### src/rtl/frame_wr_ctrl.sv
// Frame writer: cuts each video frame into bursts aimed at the frame-buffer bank
// captured at vsync, restarting cleanly whenever a new vsync arrives.
module frame_wr_ctrl #(
    parameter int FRAME_LEN  = 307200,
    parameter int BURST_LEN  = 64,
    parameter int BANK_SHIFT = 22,
    parameter int ADDR_W     = 28
) (
    input  logic              clk,
    input  logic              rst_n,
    input  logic              vin_vs,
    input  logic [1:0]        wr_bank,
    input  logic [10:0]       fifo_usedw,
    output logic              fifo_flush,
    output logic              wr_burst_req,
    output logic [9:0]        wr_burst_len,
    output logic [ADDR_W-1:0] wr_burst_addr,
    input  logic              wr_burst_ack,
    input  logic              wr_burst_done,
    output logic              frame_done,
    output logic              busy
);
    localparam int OFF_W = $clog2(FRAME_LEN + 1);
    localparam int SUM_W = ((BANK_SHIFT + 2 > OFF_W) ? BANK_SHIFT + 2 : OFF_W) + 1;

    typedef enum logic [2:0] {IDLE, WAIT_DATA, REQ, BURST, UPDATE} state_t;

    state_t            state, state_next;
    logic              vs_d0, vs_d1, vs_d2;
    logic              start_evt;
    logic [1:0]        cur_bank;
    logic [OFF_W-1:0]  offset, rem, offset_sum;
    logic              pend_start;
    logic [9:0]        len, len_q;
    logic [SUM_W-1:0]  addr_full;
    logic [ADDR_W-1:0] addr_q;
    logic              restart, load_burst, set_pend, advance;

    // NOTE: sequential state uses non-blocking assignments so every flop samples pre-edge values.
    always_ff @(posedge clk or negedge rst_n) begin
        if (!rst_n) begin
            vs_d0 <= 1'b0;
            vs_d1 <= 1'b0;
            vs_d2 <= 1'b0;
        end else begin
            vs_d0 <= vin_vs;
            vs_d1 <= vs_d0;
            vs_d2 <= vs_d1;
        end
    end

    assign start_evt  = vs_d1 & ~vs_d2;
    assign rem        = OFF_W'(FRAME_LEN) - offset;
    assign len        = (int'(rem) < BURST_LEN) ? 10'(rem) : 10'(BURST_LEN);
    assign offset_sum = offset + OFF_W'(len_q);
    assign addr_full  = (SUM_W'(cur_bank) << BANK_SHIFT) + SUM_W'(offset);

    always_ff @(posedge clk or negedge rst_n) begin
        if (!rst_n) state <= IDLE;
        else        state <= state_next;
    end

    // NOTE: every signal driven here gets a default first, so no path can infer a latch.
    always_comb begin
        state_next = state;
        restart    = 1'b0;
        load_burst = 1'b0;
        set_pend   = 1'b0;
        advance    = 1'b0;
        frame_done = 1'b0;
        case (state)
            IDLE: begin
                if (start_evt) restart = 1'b1;
            end
            WAIT_DATA: begin
                if (start_evt) begin
                    restart = 1'b1;
                end else if (rem != '0 && fifo_usedw >= 11'(len)) begin
                    load_burst = 1'b1;
                    state_next = REQ;
                end
            end
            REQ: begin
                set_pend = start_evt;
                if (wr_burst_ack) state_next = BURST;
            end
            BURST: begin
                set_pend = start_evt;
                if (wr_burst_done) state_next = UPDATE;
            end
            UPDATE: begin
                advance = 1'b1;
                // A vsync during the transfer, or in this very cycle, wins over frame completion.
                if (pend_start || start_evt) begin
                    restart = 1'b1;
                end else if (offset_sum == OFF_W'(FRAME_LEN)) begin
                    frame_done = 1'b1;
                    state_next = IDLE;
                end else begin
                    state_next = WAIT_DATA;
                end
            end
            default: state_next = IDLE;
        endcase
        if (restart) state_next = WAIT_DATA;
    end

    always_ff @(posedge clk or negedge rst_n) begin
        if (!rst_n) begin
            cur_bank   <= '0;
            offset     <= '0;
            pend_start <= 1'b0;
            len_q      <= '0;
            addr_q     <= '0;
        end else begin
            if (restart) begin
                cur_bank <= wr_bank;
                offset   <= '0;
            end else if (advance) begin
                offset <= offset_sum;
            end

            if (restart)       pend_start <= 1'b0;
            else if (set_pend) pend_start <= 1'b1;

            if (load_burst) begin
                len_q  <= len;
                addr_q <= ADDR_W'(addr_full);
            end
        end
    end

    assign fifo_flush    = restart;
    assign wr_burst_req  = (state == REQ);
    assign wr_burst_len  = len_q;
    assign wr_burst_addr = addr_q;
    assign busy          = (state != IDLE);

endmodule

### config.mk
export PLATFORM = sky130hd
export DESIGN_NAME = frame_wr_ctrl
export DESIGN_NICKNAME = d
export VERILOG_FILES = /design/src/rtl/frame_wr_ctrl.sv
export SDC_FILE = /design/constraint.sdc
export NUM_CORES = 1
export LEC_CHECK = 0
export BUFFER_PORTS_ARGS = -buffer_cell sky130_fd_sc_hd__buf_2
export CAP_MARGIN = 20
export CORE_ASPECT_RATIO = 0.5
export CORE_MARGIN = 4
export CORE_UTILIZATION = 37
export DETAILED_ROUTE_END_ITERATION = 6
export PLACE_DENSITY = 0.61
export SLEW_MARGIN = 15
export SYNTH_ARGS = -nofsm -noshare
export SYNTH_HDL_FRONTEND = slang
export SYNTH_SLANG_ARGS = --single-unit
### constraint.sdc
create_clock -name clk -period 3.9 [get_ports clk]
set_input_delay 0 -clock clk [delete_from_list [all_inputs] [get_ports clk]]
set_output_delay 0 -clock clk [all_outputs]
set_load 0.01 [all_outputs]
# After elaboration in Yosys (flattened, before gate mapping)
# Cells that the tools add are included.
word_totals:
  inputBits: 18
  elab_cells: 61
  ff_bits: 63
op_classes:
  order_cmp: 2
  reduce_logical: 10
  eq_ne: 11
  muxes: 24
  bitwise: 2
  n_addsub: 3
op_table:
  columns: ["op", "n"]
  rows:
  - ["2-to-1 mux 19 bit", 2]
  - ["adder 24 x 19 -> 25 bit", 1]
  - ["adder 19 x 10 -> 19 bit", 1]
  - ["equality test 19 bit, second input constant", 1]
  - ["< comparator 19 x 7 -> 1 bit, second input constant", 1]
  - ["nonzero test 19 bit", 1]
  - ["subtractor 19 bit, first input constant", 1]
  - ["2-to-1 mux 3 bit", 6]
  - ["case mux 3 bit (5 select lines)", 1]
  - ["2-to-1 mux 1 bit", 13]
  - ["inequality test 3 bit, second input constant", 4]
  - [">= comparator 11 x 10 -> 1 bit", 1]
  - ["2-to-1 mux 10 bit", 1]
  - ["equality test 3 x 2 -> 1 bit, second input constant", 2]
  - ["AND reduction 6 bit", 1]
  - ["nonzero test 2 bit", 2]
  - ["OR reduction 2 bit", 2]
  - ["equality test 3 x 1 -> 1 bit, second input constant", 1]
  - ["equality test 3 bit, second input constant", 1]
  - ["zero test 3 bit", 1]
  - ["inequality test 3 x 2 -> 1 bit, second input constant", 1]
  - ["nonzero test 3 bit", 1]
  - ["inequality test 2 bit, second input constant", 1]
  - ["case mux 1 bit (2 select lines)", 1]
  - ["4 further kinds", 4]

# Longest topological paths before layout
# Gate-level depths: netlist of run 1.
logic_depth:
  depth_word: 9
  mapped_depth: 19
  depth_no_buf: 18

# Worst setup path after synthesis of run 1
# Ideal clock, no wire load.
synth_path:
  kind: "reg2reg"
  from: "reg offset[1]"
  to: "reg addr_q[0] (netlist: wr_burst_addr[0])"
  path_stages_with_launch: 18
  slack_ns: -0.084
  arrival_ns: 3.859
  path_cell_list: "dfrtp_1 > inv_1 > ha_1 > nor2b_1 > nand2_1 > or4b_1 > nand3_1 > nand3_2 > nor3b_4 > nand3_1 > ha_1 > nand4_1 > o31a_1 > o21ai_1 > nand4b_1 > a21oi_4 > buf_6 > mux2_4"
synth_between:
  elab_chain_cells: 8
  word_cells_on_any_way: 9
synth_lines:
  columns: ["element", "line", "rtl"]
  rows:
  - ["start, declared", "32", "logic [OFF_W-1:0] offset, rem, offset_sum;"]
  - ["start signal, assigned", "120", "offset <= offset_sum;"]
  - ["subtractor 19 bit *", "53", "assign rem = OFF_W'(FRAME_LEN) - offset;"]
  - ["< comparator 19 x 7 -> 1 bit", "54", "assign len = (int'(rem) < BURST_LEN) ? 10'(rem) : 10'(BURST_LEN);"]
  - ["2-to-1 mux 10 bit", "54", null]
  - [">= comparator 11 x 10 -> 1 bit", "78", "end else if (rem != '0 && fifo_usedw >= 11'(len)) begin"]
  - ["logical AND 1 bit *", "78", null]
  - ["2-to-1 mux 1 bit *", "78", null]
  - ["2-to-1 mux 1 bit *", "76", "if (start_evt) begin"]
  - ["2-to-1 mux 1 bit *", "71", "case (state)"]
  - ["end signal, assigned", "128", "addr_q <= ADDR_W'(addr_full);"]
  - ["end, declared", "36", "logic [ADDR_W-1:0] addr_q;"]
# Mark *: on every way between the ends. The rest lies on a longest branch, timed or not.
# A chain may end at the register's enable or synchronous reset.

# Worst setup path in the final report of run 1
layout_path:
  from: "reg offset[2]"
  to: "reg addr_q[11] (netlist: wr_burst_addr[11])"
layout_between:
  elab_chain_cells: 8
  word_cells_on_any_way: 10
layout_lines:
  columns: ["element", "line"]
  rows:
  - ["subtractor 19 bit", "53"]
  - ["< comparator 19 x 7 -> 1 bit", "54"]
  - ["2-to-1 mux 10 bit", "54"]
  - [">= comparator 11 x 10 -> 1 bit", "78"]
  - ["logical AND 1 bit", "78"]
  - ["2-to-1 mux 1 bit", "78"]
  - ["2-to-1 mux 1 bit", "76"]
  - ["2-to-1 mux 1 bit", "71"]
# Several ways; a longest one is shown, not always the timed one.

==> results.ini, run 1 <==
[clocking]
cts_tree=done
clkLatencyLatePin_ns=0.34
cts_root_buf=clkbuf_16
htreeDepth=3
clock_sinks=59
clk_pin_slew_ns=0.05
cts_buffers=9
clk_path_buf_depth=2

[drt]
drt_first_pass_iters=5
drt_iter0_markers=292
drt-wirelength-per-cell_um=17.38
ant_nets=0
remaining_drc_errors=0
vias=3582
wl_um=11620
viasPerCell=5.354

[floorplan]
fp.dieW_um=154.5
num_rows=26
design.die.area_mm2=0.01255
die_h_um=81.25
core_area_mm2=0.01034
start_util=0.3838
ios=60

[outcome]
outcome=finished, violations left
failed_checks=setup timing

[yosys]
synthSimpleGateAreaFrac=0.1737
synthFlopType=dfrtp_1
syn_inst=407
synth_edf_count=0
synthAdderAreaFrac=0.07123
synth_compound_area_frac=0.1787
yosys.area.top_type=dfrtp_1
synthXorXnorAreaFrac=0.03530
yosysMostFrequentCell=dfrtp_1
async_reset_ff_frac=1.000
yosysUniqueCellTypes=68
synth_area_per_cell_um2=9.754
synth_top_family_by_area=compound AO/OA/AOI/OAI gates
synth_top_area_frac=0.3719
seq_area_frac_synth=0.3719
synth_area_leaders=dfrtp_1, mux2_4, ha_1
syn_area_mm2=0.003970
synth_warnings=0
synth_common_cells=dfrtp_1, nor2_1, nand2_1, mux2_4, o21ai_0
ys_ff_latch=59
muxShareOfSynthArea=0.1097

[sta]
tightest_slew_ns=1.007
report.final.slew_viol_count=0
max_slew_margin=0.3290
min_period_over_period=1.075
fin_skew_ns=0.005698
rsz0062_at_grt=true
final-setup-viol-count=32
finalCriticalPeriod_ns=4.193
fmax_ghz=0.2385
setup_ws_ns=-0.2931
hold_viol_final=0

[power]
power_frac_comb=0.260
leakage_nw=2.589
swShare=0.2931
power.density_mw_per_mm2=374.1
switchingPower_mw=0.5971
clkPwrFrac=0.394
peakVddDrop_uv=217.0
p_int_mw=1.440
power_frac_seq=0.345

[critical_path]
crit_type=flop to flop
max_stage_delay_ns=0.42
cp.required_ns=4.12
crit_chain=or3_4 -> nor2_4 -> buf_4 -> a31oi_1 -> a311o_1 -> nor3b_4 -> buf_6 -> buf_6 -> buf_4 -> ha_1 -> nand4_1 -> o31a_1 -> o21ai_2 -> nand4b_1 -> a21oi_4 -> buf_6 -> clkbuf_16 -> mux2_4
crit_arrival_ns=4.41
worst_path_max_delay_cell=dfrtp_2
start_kind=flop
end_kind=flop
critPathMaxFanout=7
crit_top_cell=buf_6

[global_routing]
antenna_found_initial=0
grt_pass1_wl_um=18450
grt_usage=0.1886
grt-ovfl-total=0
grt_pass1_vias=3465
grt_start_max_net_pins=60

[cells_and_area]
area_delta_synth_final_pct=37.19
antennaDiodeCount=0
fin_area_mm2=0.005446
drive_above_1_share=0.3837
nNetsFinal=565

[place]
dp_worst_setup_slack_ns=-0.4160
dpl_cell_area_mm2=0.004682
port_buffers=52
gp_congestion=0.8827
dp_hpwl_um=8101

[hold_path]
min_path_type=input pin to flop

[job]
drv_cap=0

==> power groups by stage <==
| stage | clock [mW] | combinational, mW | sequential, mW |
|---|---|---|---|
| floorplan | 0 | 0.298 | 0.692 |
| global placement | 0 | 0.414 | 0.713 |
| detailed placement | 0 | 0.422 | 0.711 |
| CTS | 0.816 | 0.496 | 0.702 |
| global route | 0.846 | 0.571 | 0.709 |
| finish | 0.804 | 0.530 | 0.703 |
==> registers in the layout, indices dropped and copies added, names as in the netlist <==
signal / count
vs_d1: 1
pend_start: 1
wr_burst_addr: 21
cur_bank: 2
vs_d2: 1
wr_burst_len: 10
state: 3
vs_d0: 1
offset: 19
==> layout make-up <==
| class | count | area (um2) |
|---|---|---|
| inverters | 17 | 63.81 |
| repair buffers | 127 | 920.9 |
| clock inverters | 4 | 50.05 |
| well taps | 140 | 175.2 |
| multi-input cells | 311 | 2505 |
| flip-flops and latches | 59 | 1479 |
| fillers | 924 | 4898 |
| clock buffers | 11 | 252.7 |
==> what timing repair did <==
item / 4_1_cts / 5_1_grt
cloned: 1 / 1
setup buffers: 15 / 6
setup endpoints to repair: 34 / 34
hold buffers: 5 / 0
pin swaps: 3 / 15
endpoints found under the hold margin: 64 / 0
resized for setup: 26 / 19
==> logic make-up (layout without fill, tap and decap cells) <==
family	count (synthesis)	in the layout
AOI/OAI and AO/OA	105	105
adders and majority gates	22	22
other	2	10
xor gates and xnor gates	16	16
DFF	59	59
and+or+nand+nor	126	126
buffers and inverters	45	159
muxes	32	32
==> layer usage <==
| metal | vias to the layer above | part of all wire | global-route usage |
|---|---|---|---|
| li1 | 1712 | - | - |
| met1 | 1732 | 0.51 | 0.2771 |
| met2 | 126 | 0.41 | 0.2743 |
| met3 | 12 | 0.058 | 0.04311 |
| met4 | 0 | 0.013 | 0.05903 |
| met5 | - | 0 | 0 |
==> worst max-delay path, delay by kind of cell, from the launching register on <==
kind	cells	cell delay (ns)
flops	1	0.42
compound gates	5	1.17
fa+ha+maj	1	0.28
mux	1	0.29
simple gates	5	1.08
buf+inv	6	0.81
==> per-stage QoR <==
step | setup TNS [ns] | instances | hold WS [ns] | util | total power [mW]
finish | -6.986 | 669 | 0.08482 | 0.5265 | 2.037
global route | -13.67 | 669 | 0.1146 | 0.5265 | 2.127
CTS | -6.123 | 662 | 0.07614 | 0.5106 | 2.015
detailed placement | -11.01 | 628 | 0.1183 | 0.4526 | 1.133
global placement | -10.63 | 628 | 0.1144 | 0.4526 | 1.127
floorplan | 0 | 415 | -0.2956 | - | 0.9901
==> path summary, 6_finish.rpt <==
kind | cells past startpoint | slack [ns] | endpoint | from
max reg2reg | 18 | -0.29 | wr_burst_addr[11] | offset[2]
min | 3 | 0.08 | state[1] | wr_burst_ack
min reg2reg | 0 | 0.35 | vs_d1 | vs_d0
max | 18 | -0.29 | wr_burst_addr[11] | offset[2]
max in group asynchronous | 3 | 2.99 | offset[2] | rst_n
min in group asynchronous | 3 | 0.36 | wr_burst_addr[3] | rst_n
==> cells in the final DEF (no fill, tap or decap), types with 5 or more instances in the layout <==
| cell | count |
|---|---|
| a211oi_1 | 6 |
| a21o_1 | 6 |
| a21oi_1 | 16 |
| a22o_1 | 8 |
| a31oi_1 | 6 |
| buf_2 | 52 |
| buf_4 | 60 |
| buf_6 | 6 |
| clkbuf_16 | 10 |
| conb_1 | 10 |
| dfrtp_1 | 57 |
| dlygate4sd3_1 | 5 |
| ha_1 | 19 |
| inv_1 | 15 |
| mux2_4 | 22 |
| mux2i_1 | 5 |
| nand2_1 | 23 |
| nand2b_1 | 8 |
| nand3_1 | 7 |
| nand4_1 | 8 |
| nor2_1 | 28 |
| nor2b_1 | 6 |
| o21ai_0 | 21 |
| o21ai_1 | 7 |
| o31ai_1 | 6 |
| xnor2_1 | 11 |
| xor2_1 | 5 |
Note: power is estimated with default switching activity, not from simulation.
==> run 2, diff against run 1 <==
--- a/config.mk
+++ b/config.mk
@@ -5,13 +5,14 @@
 export SDC_FILE = /design/constraint.sdc
 export NUM_CORES = 1
 export LEC_CHECK = 0
-export BUFFER_PORTS_ARGS = -buffer_cell sky130_fd_sc_hd__buf_2
 export CAP_MARGIN = 20
 export CORE_ASPECT_RATIO = 0.5
 export CORE_MARGIN = 4
 export CORE_UTILIZATION = 37
 export DETAILED_ROUTE_END_ITERATION = 6
-export PLACE_DENSITY = 0.61
+export DONT_BUFFER_PORTS = 1
+export PLACE_DENSITY = 0.56
+export SETUP_SLACK_MARGIN = 0.2
 export SLEW_MARGIN = 15
 export SYNTH_ARGS = -nofsm -noshare
 export SYNTH_HDL_FRONTEND = slang
==> run 2 against run 1 <==
The flow still finishes with violations (setup timing); clock power grew 3.4%; first-iteration DRC count shrank 11%; fmax grew 1.1%; die area is the same; via count shrank 4.0%; global-route usage grew 0.081 points; final cell count shrank 6.4%; sequential cell count is the same; largest power group unchanged.
==> results.ini, run 2 (same netlist as run 1, synthesis figures left out) <==
[sta]
final-setup-viol-count=29  ; -9.4%
hold_viol_final=0  ; unchanged
tightest_slew_ns=1.035  ; +0.02834 ns
fmax_ghz=0.2410  ; +1.1%
min_period_over_period=1.064  ; -0.01120
hold_slack_ns=0.2147  ; +0.1298 ns
max_slew_margin=0.3101  ; -0.01889
report.final.slew_viol_count=0  ; unchanged
setup_ws_ns=-0.2495  ; +0.04369 ns
fin_skew_ns=0.005576  ; -0.0001224 ns
finalCriticalPeriod_ns=4.149  ; -0.04368 ns
rsz0062_at_grt=true

[floorplan]
die_h_um=81.25  ; unchanged
design.die.area_mm2=0.01255  ; unchanged
num_rows=26  ; unchanged
fp.dieW_um=154.5  ; unchanged
core_area_mm2=0.01034  ; unchanged
ios=60  ; unchanged
start_util=0.3838  ; unchanged

[place]
dp_hpwl_um=8106  ; about the same
gp_congestion=0.9037  ; +2.4%
dp.cells=576  ; -8.3%
dpl_cell_area_mm2=0.004447  ; -5.0%
port_buffers=0  ; -100%

[power]
swShare=0.2890  ; -0.004022
switchingPower_mw=0.5915  ; -0.93%
clkPwrFrac=0.406  ; +0.012
power_frac_comb=0.244  ; -0.016
power.density_mw_per_mm2=376.2  ; +0.56%
power_mw=2.047  ; +0.45%
p_int_mw=1.455  ; +1.0%
power_frac_seq=0.350  ; +0.005
peakVddDrop_uv=158.7  ; -27%
leakage_nw=2.436  ; -5.9%

[drt]
drt_first_pass_iters=5  ; unchanged
drt_iter0_markers=261  ; -11%
vias=3437  ; -4.0%
drt-wirelength-per-cell_um=18.88  ; +8.7%
viasPerCell=5.490  ; +2.5%
wl_um=11820  ; +1.7%
remaining_drc_errors=0  ; unchanged
ant_nets=0  ; unchanged

[cells_and_area]
drive_above_1_share=0.3580  ; -0.02572
largest_reg_flops=21  ; unchanged
fin_area_mm2=0.005440  ; -0.11%
fin_cells=626  ; -6.4%
area_delta_synth_final_pct=37.03
final_common_cell=buf_4
antennaDiodeCount=0  ; unchanged
final_cell_mix=buf_4, dfrtp_1, nor2_1
fillers=909  ; -1.6%
nNetsFinal=521  ; -7.8%
seq_area_mm2=0.001479  ; unchanged
multi_input_area_mm2=0.002639  ; +5.3%

[critical_path]
crit_chain=inv_2 -> ha_4 -> nor2b_4 -> nand2_2 -> buf_6 -> buf_4 -> o211a_1 -> o2111a_2 -> nand3_4 -> nor3b_4 -> buf_6 -> and2_4 -> ha_4 -> nand2b_4 -> a21o_1 -> a211oi_1 -> o31a_1 -> o21ai_2 -> nand4b_1 -> a21oi_4 -> buf_6 -> clkbuf_16 -> mux2_4
crit_top_cell=buf_6
critPathMaxFanout=5  ; -2
crit_family=compound AO/OA/AOI/OAI gates
crit_arrival_ns=4.37  ; -0.04 ns
max_stage_delay_ns=0.43  ; about the same
start_kind=flop
worst_path_max_delay_cell=dfrtp_2
crit_type=flop to flop
cp.required_ns=4.12  ; about the same
end_kind=flop
cp.buffers_inverters=6  ; unchanged

[hold_path]
min_path_type=input pin to async pin

[clocking]
cts_buffers=9  ; unchanged
clk_pin_slew_ns=0.05  ; about the same
clk_path_buf_depth=2  ; unchanged
cts_tree=done
htreeDepth=3  ; unchanged
clkLatencyLatePin_ns=0.33  ; about the same
clock_sinks=59  ; unchanged
cts_root_buf=clkbuf_16

[outcome]
failed_checks=setup timing
outcome=finished, violations left

[global_routing]
grt_pass1_wl_um=18280  ; -0.93%
antenna_found_initial=0  ; unchanged
grt_pass1_vias=3244  ; -6.4%
grt_start_max_net_pins=60  ; unchanged
grt_usage=0.1895  ; +0.0008111
grt-ovfl-total=0  ; unchanged

[job]
drv_cap=0  ; unchanged

==> run 2: worst paths after layout <==
path                            startpoint          endpoint  slack (ns)  cells past startpoint
min in group clk                    vin_vs             vs_d0        0.26                      1
worst min register to register       vs_d0             vs_d1        0.35                      0
max in group asynchronous            rst_n         offset[1]        3.43                      2
worst max-delay path             offset[1]  wr_burst_addr[0]       -0.25                     23
worst min-delay path                 rst_n   wr_burst_len[6]        0.21                      2
worst max register to register   offset[1]  wr_burst_addr[0]       -0.25                     23
==> run 2: power groups by stage <==
stage / clock [mW] / combinational, mW / sequential [mW]
floorplan: 0 / 0.299 / 0.692
global placement: 0 / 0.368 / 0.723
detailed placement: 0 / 0.368 / 0.724
CTS: 0.846 / 0.461 / 0.713
global route: 0.879 / 0.539 / 0.721
finish: 0.831 / 0.500 / 0.716
==> run 2: per-layer routing <==
layer,GRT usage,vias up,share of wire
met3,0.06280,14,0.080
met4,0.05551,0,0.011
met5,0,-,0
met1,0.2758,1685,0.50
met2,0.2648,114,0.41
li1,-,1624,-
==> run 2: cell type report <==
class | count | share of cell area
timing repair buffer | 83 | 0.1424
sequential | 59 | 0.2718
tap | 140 | 0.03220
inverter | 17 | 0.01173
clock inverter | 6 | 0.01472
multi-input combinational | 311 | 0.4851
clock buffer | 10 | 0.04209
==> run 2: what timing repair did <==
action / CTS / global route
pin swaps: 7 / 25
endpoints found under the hold margin: 65 / 0
hold buffers: 7 / 0
gates cloned: 1 / 1
endpoints found under the setup margin: 34 / 34
setup buffers: 16 / 9
gates resized for setup: 32 / 38
==> run 2: stage by stage <==
| stage | setup WS [ns] | TNS, ns | util |
|---|---|---|---|
| global route | -0.4414 | -11.93 | 0.5259 |
| floorplan | 0.04009 | 0 | - |
| detailed placement | -0.3248 | -8.616 | 0.4299 |
| finish | -0.2495 | -5.769 | 0.5259 |
| global placement | -0.2711 | -6.967 | 0.4299 |
| CTS | -0.2143 | -5.229 | 0.4947 |
